===== config.mk =====
export PLATFORM = sky130hd
export DESIGN_NAME = l1_cache_maint_ctrl_flat
export DESIGN_NICKNAME = d
export VERILOG_FILES = /design/src/rtl/l1_maint_pkg.sv /design/src/rtl/l1_cache_maint_ctrl_if.sv /design/src/rtl/l1_maint_timeout.sv /design/src/rtl/l1_cache_maint_ctrl.sv /design/src/flat_wrapper.sv
export SDC_FILE = /design/constraint.sdc
export NUM_CORES = 1
export LEC_CHECK = 0
export ABC_AREA = 1
export CORE_ASPECT_RATIO = 0.9
export CORE_MARGIN = 2
export CORE_UTILIZATION = 60
export CTS_CLUSTER_DIAMETER = 120
export CTS_CLUSTER_SIZE = 30
export DETAILED_ROUTE_END_ITERATION = 10
export DONT_BUFFER_PORTS = 1
export GPL_TIMING_DRIVEN = 0
export MAX_ROUTING_LAYER = met4
export PLACE_DENSITY = 0.76
export SLEW_MARGIN = 30
export SYNTH_ARGS = -nofsm -noshare
export SYNTH_HDL_FRONTEND = slang
export SYNTH_SLANG_ARGS = --single-unit

===== constraint.sdc =====
create_clock -name CLK -period 2 [get_ports CLK]
set_input_delay 0.3 -clock CLK [delete_from_list [all_inputs] [get_ports CLK]]
set_output_delay 0.3 -clock CLK [all_outputs]
set_load 0.02 [all_outputs]

===== src/rtl/l1_maint_pkg.sv =====
// Shared types for the L1 cache maintenance controller: FSM states, sequence
// types, timeout default and phase decode helpers.
package l1_maint_pkg;

    localparam int unsigned TIMEOUT_DEFAULT = 1024;

    typedef enum logic [2:0] {
        IDLE,
        D_FLUSH,
        D_CLEAR,
        I_CLEAR,
        RELEASE,
        DONE
    } maint_state_e;

    typedef enum logic [1:0] {
        MAINT_FENCE_I,
        MAINT_FLUSH,
        MAINT_CLEAR
    } maint_e;

    // Timeout counter must hold TIMEOUT_CYCLES itself; keep at least one bit.
    function automatic int unsigned tmo_width(input int unsigned t);
        return (t == 0) ? 1 : $clog2(t + 1);
    endfunction

    // Cache request bit owned by a phase: [0] dcache_flush, [1] dcache_clear, [2] icache_clear.
    function automatic logic [2:0] phase_mask(input maint_state_e s);
        case (s)
            D_FLUSH: return 3'b001;
            D_CLEAR: return 3'b010;
            I_CLEAR: return 3'b100;
            default: return 3'b000;
        endcase
    endfunction

    function automatic maint_state_e first_phase(input maint_e seq);
        return (seq == MAINT_CLEAR) ? D_CLEAR : D_FLUSH;
    endfunction

    function automatic maint_state_e next_phase(input maint_state_e ph, input maint_e seq);
        case (ph)
            D_FLUSH: return (seq == MAINT_FENCE_I) ? I_CLEAR : DONE;
            D_CLEAR: return I_CLEAR;
            default: return DONE;
        endcase
    endfunction

endpackage


===== src/rtl/l1_cache_maint_ctrl_if.sv =====
// Pipeline request/status and cache flush/clear handshake bundle.
interface l1_cache_maint_ctrl_if;
    logic fence_i_req;
    logic flush_req;
    logic clear_req;
    logic req_ack;
    logic busy;
    logic maint_done;
    logic maint_err;
    logic dcache_flush;
    logic dcache_clear;
    logic icache_clear;
    logic dcache_flush_done;
    logic dcache_clear_done;
    logic icache_clear_done;

    // slave: the controller; master: pipeline plus caches around it.
    modport slave (
        input  fence_i_req, flush_req, clear_req,
        input  dcache_flush_done, dcache_clear_done, icache_clear_done,
        output req_ack, busy, maint_done, maint_err,
        output dcache_flush, dcache_clear, icache_clear
    );

    modport master (
        output fence_i_req, flush_req, clear_req,
        output dcache_flush_done, dcache_clear_done, icache_clear_done,
        input  req_ack, busy, maint_done, maint_err,
        input  dcache_flush, dcache_clear, icache_clear
    );
endinterface


===== src/rtl/l1_maint_timeout.sv =====
// Per-phase watchdog: clearable saturating cycle counter with an expiry strobe.
module l1_maint_timeout
    import l1_maint_pkg::*;
#(
    parameter int unsigned TIMEOUT_CYCLES = TIMEOUT_DEFAULT
) (
    input  logic CLK,
    input  logic nRST,
    input  logic clr,
    input  logic inc,
    output logic expired
);

    localparam int unsigned CW = tmo_width(TIMEOUT_CYCLES);

    logic [CW-1:0] cnt_q;

    always_ff @(posedge CLK or negedge nRST) begin
        if (!nRST) begin
            cnt_q <= '0;
        end else if (clr) begin
            cnt_q <= '0;
        end else if (inc && (cnt_q != '1)) begin
            cnt_q <= cnt_q + CW'(1);
        end
    end

    // Fires in the TIMEOUT_CYCLES-th cycle of a phase, so a phase never exceeds that many cycles.
    assign expired = (TIMEOUT_CYCLES != 0) && inc && (cnt_q == CW'(TIMEOUT_CYCLES - 1));

endmodule


===== src/rtl/l1_cache_maint_ctrl.sv =====
// Sequences D-cache flush/clear and I-cache clear for fence.i/flush/clear
// requests, one four-phase cache handshake at a time, with per-phase timeout.
module l1_cache_maint_ctrl
    import l1_maint_pkg::*;
#(
    parameter int unsigned TIMEOUT_CYCLES = TIMEOUT_DEFAULT
) (
    input logic                 CLK,
    input logic                 nRST,
    l1_cache_maint_ctrl_if.slave bus
);

    maint_state_e st_q, st_d;
    maint_state_e ph_q, ph_d;
    maint_e       seq_q, seq_d;
    logic         err_q, err_d;
    logic [2:0]   creq_q, creq_d;
    logic [2:0]   done_v, cur_m;
    logic         any_req, in_phase, cnt_inc, cnt_clr, tmo_hit;

    assign any_req  = bus.fence_i_req | bus.flush_req | bus.clear_req;
    assign done_v   = {bus.icache_clear_done, bus.dcache_clear_done, bus.dcache_flush_done};
    assign cur_m    = phase_mask(ph_q);
    assign in_phase = (st_q == D_FLUSH) || (st_q == D_CLEAR) || (st_q == I_CLEAR);
    assign cnt_inc  = in_phase || (st_q == RELEASE);

    l1_maint_timeout #(.TIMEOUT_CYCLES(TIMEOUT_CYCLES)) u_tmo (
        .CLK     (CLK),
        .nRST    (nRST),
        .clr     (cnt_clr),
        .inc     (cnt_inc),
        .expired (tmo_hit)
    );

    always_ff @(posedge CLK or negedge nRST) begin
        if (!nRST) begin
            st_q   <= IDLE;
            ph_q   <= IDLE;
            seq_q  <= MAINT_FENCE_I;
            err_q  <= 1'b0;
            creq_q <= '0;
        end else begin
            st_q   <= st_d;
            ph_q   <= ph_d;
            seq_q  <= seq_d;
            err_q  <= err_d;
            creq_q <= creq_d;
        end
    end

    always_comb begin
        st_d    = st_q;
        ph_d    = ph_q;
        seq_d   = seq_q;
        err_d   = err_q;
        creq_d  = '0;
        cnt_clr = 1'b0;
        unique case (st_q)
            IDLE: begin
                if (any_req) begin
                    if (bus.fence_i_req)    seq_d = MAINT_FENCE_I;
                    else if (bus.flush_req) seq_d = MAINT_FLUSH;
                    else                    seq_d = MAINT_CLEAR;
                    st_d    = first_phase(seq_d);
                    ph_d    = st_d;
                    err_d   = 1'b0;
                    cnt_clr = 1'b1;
                end
            end
            D_FLUSH, D_CLEAR, I_CLEAR: begin
                // Done only counts once our own request has been visible to the cache.
                if (tmo_hit) begin
                    st_d  = IDLE;
                    err_d = 1'b1;
                end else if (|(creq_q & done_v & cur_m)) begin
                    st_d = RELEASE;
                end else begin
                    creq_d = cur_m;
                end
            end
            RELEASE: begin
                if (tmo_hit) begin
                    st_d  = IDLE;
                    err_d = 1'b1;
                end else if (!(|(done_v & cur_m))) begin
                    st_d = next_phase(ph_q, seq_q);
                    if (st_d != DONE) begin
                        ph_d    = st_d;
                        cnt_clr = 1'b1;
                    end
                end
            end
            DONE: st_d = IDLE;
            default: st_d = IDLE;
        endcase
    end

    // req_ack is combinational from IDLE; gate it so reset forces every output low.
    assign bus.req_ack      = nRST && (st_q == IDLE) && any_req;
    assign bus.busy         = cnt_inc;
    assign bus.maint_done   = (st_q == DONE);
    assign bus.maint_err    = err_q;
    assign bus.dcache_flush = creq_q[0];
    assign bus.dcache_clear = creq_q[1];
    assign bus.icache_clear = creq_q[2];

endmodule


===== src/flat_wrapper.sv =====
// flat-port wrapper written by rule: the top's interface ports become plain ports
module l1_cache_maint_ctrl_flat import l1_maint_pkg::*;
#(
    parameter int unsigned TIMEOUT_CYCLES = TIMEOUT_DEFAULT
)
  (CLK, nRST, bus_fence_i_req, bus_flush_req, bus_clear_req, bus_dcache_flush_done, bus_dcache_clear_done, bus_icache_clear_done, bus_req_ack, bus_busy, bus_maint_done, bus_maint_err, bus_dcache_flush, bus_dcache_clear, bus_icache_clear);
  l1_cache_maint_ctrl_if bus_i ();
  input logic CLK;
  input logic nRST;
  input wire logic [$bits(bus_i.fence_i_req)-1:0] bus_fence_i_req;
  input wire logic [$bits(bus_i.flush_req)-1:0] bus_flush_req;
  input wire logic [$bits(bus_i.clear_req)-1:0] bus_clear_req;
  input wire logic [$bits(bus_i.dcache_flush_done)-1:0] bus_dcache_flush_done;
  input wire logic [$bits(bus_i.dcache_clear_done)-1:0] bus_dcache_clear_done;
  input wire logic [$bits(bus_i.icache_clear_done)-1:0] bus_icache_clear_done;
  output wire logic [$bits(bus_i.req_ack)-1:0] bus_req_ack;
  output wire logic [$bits(bus_i.busy)-1:0] bus_busy;
  output wire logic [$bits(bus_i.maint_done)-1:0] bus_maint_done;
  output wire logic [$bits(bus_i.maint_err)-1:0] bus_maint_err;
  output wire logic [$bits(bus_i.dcache_flush)-1:0] bus_dcache_flush;
  output wire logic [$bits(bus_i.dcache_clear)-1:0] bus_dcache_clear;
  output wire logic [$bits(bus_i.icache_clear)-1:0] bus_icache_clear;
  assign bus_i.fence_i_req = bus_fence_i_req;
  assign bus_i.flush_req = bus_flush_req;
  assign bus_i.clear_req = bus_clear_req;
  assign bus_i.dcache_flush_done = bus_dcache_flush_done;
  assign bus_i.dcache_clear_done = bus_dcache_clear_done;
  assign bus_i.icache_clear_done = bus_icache_clear_done;
  assign bus_req_ack = bus_i.req_ack;
  assign bus_busy = bus_i.busy;
  assign bus_maint_done = bus_i.maint_done;
  assign bus_maint_err = bus_i.maint_err;
  assign bus_dcache_flush = bus_i.dcache_flush;
  assign bus_dcache_clear = bus_i.dcache_clear;
  assign bus_icache_clear = bus_i.icache_clear;
  l1_cache_maint_ctrl #(.TIMEOUT_CYCLES(TIMEOUT_CYCLES)) u_core (.CLK(CLK), .nRST(nRST), .bus(bus_i));
endmodule

After elaboration in Yosys (flattened, before gate mapping)
Cells that the tools add are included.

Add/sub/neg operators: 1. Equality and inequality tests: 19. Muxes and demuxes: 34. Bitwise operators: 5. Reduce and logical (&&, ||, !) cells: 20.

Operators by type and width (number): $mux W3 (15); $mux W11 (2); $pmux W3 S3 (2); $eq A3 B2 Y1 const B (4); $pmux W3 S2 (2); $add A11 B1 Y11 const B (1); $eq A11 B10 Y1 const B (1); $ne A11 B11 Y1 const B (1); $mux W2 (5); $and A3 B3 Y3 (3); $reduce_or A3 Y1 (3); $eq A3 B1 Y1 const B (2); $eq A3 B3 Y1 const B (2); $mux W1 (6); $ne A2 B2 Y1 const B (3); $reduce_and A3 Y1 (2); $reduce_bool A2 Y1 (3); $reduce_and A5 Y1 (1); $logic_and A1 B1 Y1 (4); $ne A2 B1 Y1 const B (2); $pmux W1 S2 (2); $reduce_or A4 Y1 (1); $logic_not A3 Y1 (1); $logic_or A1 B1 Y1 (3); 7 further kinds (8).

Bits in registers: 23. Input bits: 8. Output and inout port bits: 7. Logic and storage cells: 85.

Logic depth before layout (Yosys ltp)
Word-level depth: 13. Mapped depth: 10. Gate-level depth less buffers: 10.

By module
From an unflattened synthesis, not the netlist that was laid out.

Cells, all modules: 197. Area, all modules: 1487.7 um2.

Modules (own cells, without submodules): l1_maint_timeout (instances 1, cells an instance 100, area an instance 755.7 um2, seq. area each 275.3 um2); l1_cache_maint_ctrl (instances 1, cells an instance 97, area an instance 732.0 um2, seq. area each 300.3 um2).

Worst setup path after synthesis
Ideal clock, no wire load.

Path type: register to output. Start point: register u_core.st_q[0]. End point: output port bus_req_ack. Data arrival time: 1160 ps. Data required time: 1700 ps. Slack: 540 ps. Stages on the path, launching flop included: 6. Buffers on the path: 0. Cells stage by stage: dfrtp_1 -> nor2_4 -> nand2_1 -> inv_1 -> nand2_1 -> nor2_1.

Word-level cells in the longest chain between the ends: 3.

Ends and longest elaborated chain: from (decl) (line l1_cache_maint_ctrl.sv:13) `maint_state_e st_q, st_d;`; from (signal assigned) (line l1_cache_maint_ctrl.sv:43) `st_q <= st_d;`; $logic_not A3 Y1 (line l1_cache_maint_ctrl.sv:99) `assign bus.req_ack = nRST && (st_q == IDLE) && any_req;`; $logic_and A1 B1 Y1 (2 in a row) (line l1_cache_maint_ctrl.sv:99); to (decl) (line flat_wrapper.sv:16) `output wire logic [$bits(bus_i.req_ack)-1:0] bus_req_ack;`.

No other way between the ends.

Worst setup path after layout
Same ends and word-level chain as after synthesis.

==> insert_results.sql <==
INSERT INTO impl_metrics (metric_group, metric, value, unit) VALUES
('logic_synthesis', 'synth_net_count', '202', ''),
('worst_setup_path', 'crit_type', 'register to primary output', ''),
('sta', 'layout_min_cycle_time', '1.83', 'ns'),
('clock_tree', 'tritoncts_num_sinks', '23', ''),
('cells_and_area', 'area_growth', '5.50', '%'),
('worst_setup_path', 'critPathBufInv', '1', ''),
('worst_setup_path', 'crit_required', '1.70', 'ns'),
('worst_setup_path', 'worst_setup_path_end_kind', 'primary output', ''),
('place', 'gpl.final_weighted_congestion', '0.812', ''),
('worst_setup_path', 'crit_top_cell', 'sky130_fd_sc_hd__nand2_1', ''),
('route', 'avgViaCountPerCell', '5.48', ''),
('logic_synthesis', 'synth.distinct_cells', '23', ''),
('route', 'drt-pass1-iter-count', '4', ''),
('cells_and_area', 'final_area', '0.00149', 'mm2'),
('power_and_ir_drop', 'powerDensity', '1360', 'mW/mm2'),
('route', 'detail_route.drc_violations', '0', ''),
('worst_setup_path', 'timing.critical_path.cells', 'nor2_4 -> nand2_1 -> inv_1 -> nand2_1 -> nor2_2', ''),
('cells_and_area', 'fraction_of_layout_instances_using_a_drive_strength_above_1', '0.176', ''),
('place', 'place_hpwl', '2250', 'um'),
('outcome', 'status', 'finished clean', ''),
('place', 'placement.io_buffers', '0', ''),
('global_routing', 'first_global_vias', '1175', ''),
('sta', 'slew-limit-headroom', '0.550', ''),
('clock_tree', 'clkSlewWorstSetupHoldPaths', '0.11', 'ns'),
('clock_tree', 'htree_num_levels', '1', ''),
('die', 'die_area', '0.00276', 'mm2'),
('logic_synthesis', 'postSynthRegisterBits', '23', ''),
('sta', 'setup-tns-final', '0', 'ns'),
('clock_tree', 'max_buffers_root_to_sink', '2', ''),
('cells_and_area', 'fin_util', '0.676', ''),
('power_and_ir_drop', 'power.switching', '1040', 'uW'),
('power_and_ir_drop', 'power', '2020', 'uW'),
('clock_tree', 'insertion_delay', '0.32', 'ns'),
('route', 'routed_wirelength', '3000', 'um'),
('logic_synthesis', 'netlist.top_cell.by_area', 'sky130_fd_sc_hd__dfrtp_1', ''),
('die', 'die_width', '55.1', 'um'),
('logic_synthesis', 'synth-seq-area-share', '0.408', ''),
('worst_setup_path', 'crit_path_max_delay_cell_type', 'sky130_fd_sc_hd__dfrtp_1', ''),
('route', 'routed_wire_length_per_instance', '13.3', 'um'),
('power_and_ir_drop', 'swShare', '0.514', ''),
('worst_setup_path', 'cp_max_fo', '5', ''),
('worst_setup_path', 'cp_top_family', 'simple AND/OR/NAND/NOR gates', ''),
('logic_synthesis', 'synth_warnings', '0', ''),
('sta', 'slew_violations', '0', ''),
('sta', 'setup_repair_after_global_routing_missed_its_margin', 'false', ''),
('sta', 'worst_slew_pin_slew', '0.673', 'ns'),
('power_and_ir_drop', 'leakagePower', '0.000713', 'uW'),
('logic_synthesis', 'postSynthAreaPerCell', '7.31', 'um2'),
('die', 'coreArea', '0.00220', 'mm2'),
('die', 'die_y', '50.0', 'um'),
('global_routing', 'grt_remaining_overflow', '0', ''),
('sta', 'skew', '0.0137', 'ns'),
('power_and_ir_drop', 'intPower', '981', 'uW'),
('sta', 'fmax', '0.546', 'GHz'),
('worst_setup_path', 'critPathArrivalTime', '1.53', 'ns'),
('cells_and_area', 'fillerInstances', '194', ''),
('cells_and_area', 'antenna_cells', '0', ''),
('power_and_ir_drop', 'share_of_power_burned_in_combinational_logic', '0.548', ''),
('route', 'detail_route.iter0.violations', '28', ''),
('sta', 'final.hold.worst_slack', '0.0910', 'ns'),
('global_routing', 'global_route.usage.total', '0.263', ''),
('worst_hold_path', 'hold_path.class', 'input port to register', ''),
('global_routing', 'wire_length_of_the_first_global_routing_pass', '5150', 'um'),
('clock_tree', 'cts_buffer_count', '3', ''),
('die', 'num_io_pins', '15', ''),
('sta', 'fin_crit_sh', '0.916', ''),
('logic_synthesis', 'netlist_area', '0.00141', 'mm2'),
('logic_synthesis', 'synth.top_cells.by_area', 'sky130_fd_sc_hd__dfrtp_1 41%, sky130_fd_sc_hd__nand2_1 15%, sky130_fd_sc_hd__nor2_1 7.2%', ''),
('clock_tree', 'cts_root_buf', 'sky130_fd_sc_hd__clkbuf_4', ''),
('route', 'vias', '1238', ''),
('die', 'core.rowCount', '16', '');
[per-stage QoR]
| step | instances | worst slack, ns |
|---|---|---|
| 2_1_floorplan | 193 | 0.540 |
| 3_3_place_gp | 220 | 0.453 |
| 3_5_place_dp | 220 | 0.428 |
| 4_1_cts | 225 | 0.0703 |
| 5_1_grt | 226 | 0.0443 |
| 6_report | 226 | 0.169 |
[Yosys cell counts, drive strengths merged]
cell and instances:
nand3b 1, nor3 5, nand4 6, nand2 62, buf 1, ha 1, nor3b 1, inv 25
o21ai 7, dfrtp 23, nand3 17, nor2 33, a21oi 11
[per-layer routing]
layer	vias to the layer above	wire length, um	track usage
li1	627	-	-
met1	561	1490	0.367
met2	46	1300	0.379
met3	4	204	0.0818
met4	0	17	0.0528
met5	-	0	-
[state kept, by name, summed over array words and instances, names as in the netlist]
signal / flops
u_core.u_tmo.cnt_q: 11
u_core.creq_q: 3
u_core.ph_q: 3
u_core.st_q: 3
u_core.seq_q: 2
u_core.bus.maint_err: 1
[power by group through the flow]
stage	clock, uW	combinational, uW	sequential [uW]
6_report	218	1110	694
5_1_grt	243	1250	712
4_1_cts	228	1100	693
3_5_place_dp	0	1090	703
3_3_place_gp	0	1040	699
2_1_floorplan	0	879	687
[worst paths after layout]
check / startpoint / to / slack [ns] / cells after the start
min reg2reg: u_core.seq_q[0]$_DFFE_PN0P_ / u_core.seq_q[0]$_DFFE_PN0P_ / 0.51 / 2
min in group asynchronous: nRST / u_core.u_tmo.cnt_q[7]$_DFFE_PN0P_ / 0.49 / 2
min: bus_fence_i_req / u_core.seq_q[0]$_DFFE_PN0P_ / 0.09 / 1
max in group asynchronous: nRST / u_core.seq_q[0]$_DFFE_PN0P_ / 1.14 / 2
max reg2reg: u_core.u_tmo.cnt_q[0]$_DFFE_PN0P_ / u_core.u_tmo.cnt_q[3]$_DFFE_PN0P_ / 0.41 / 10
max: u_core.st_q[0]$_DFFE_PN0P_ / bus_req_ack / 0.17 / 5
[cells by family after synthesis]
logic type / after synthesis / synth area share
flops: 23 / 0.408
simple gates: 125 / 0.439
fa+ha+maj: 1 / 0.00886
compound gates: 18 / 0.0745
buf+inv: 26 / 0.0700
[what timing repair did]
| item | CTS | global route |
|---|---|---|
| setup buffers | 0 | 0 |
| resized for setup | 0 | 1 |
| hold endpoints to repair | 23 | 23 |
| endpoints found under the setup margin | 0 | 1 |
| hold buffers | 1 | 1 |
[final cells by class]
type / instances / area [um2] / area share
Timing Repair Buffer: 2 / 15.0 / 0.0101
Buffer: 1 / 5.00 / 0.00336
Clock buffer: 4 / 26.3 / 0.0176
Multi-Input combinational cell: 144 / 739 / 0.497
Tap cell: 27 / 33.8 / 0.0227
Sequential cell: 23 / 576 / 0.387
Inverter: 25 / 93.8 / 0.0630
Power figures use the tool's default switching activity.
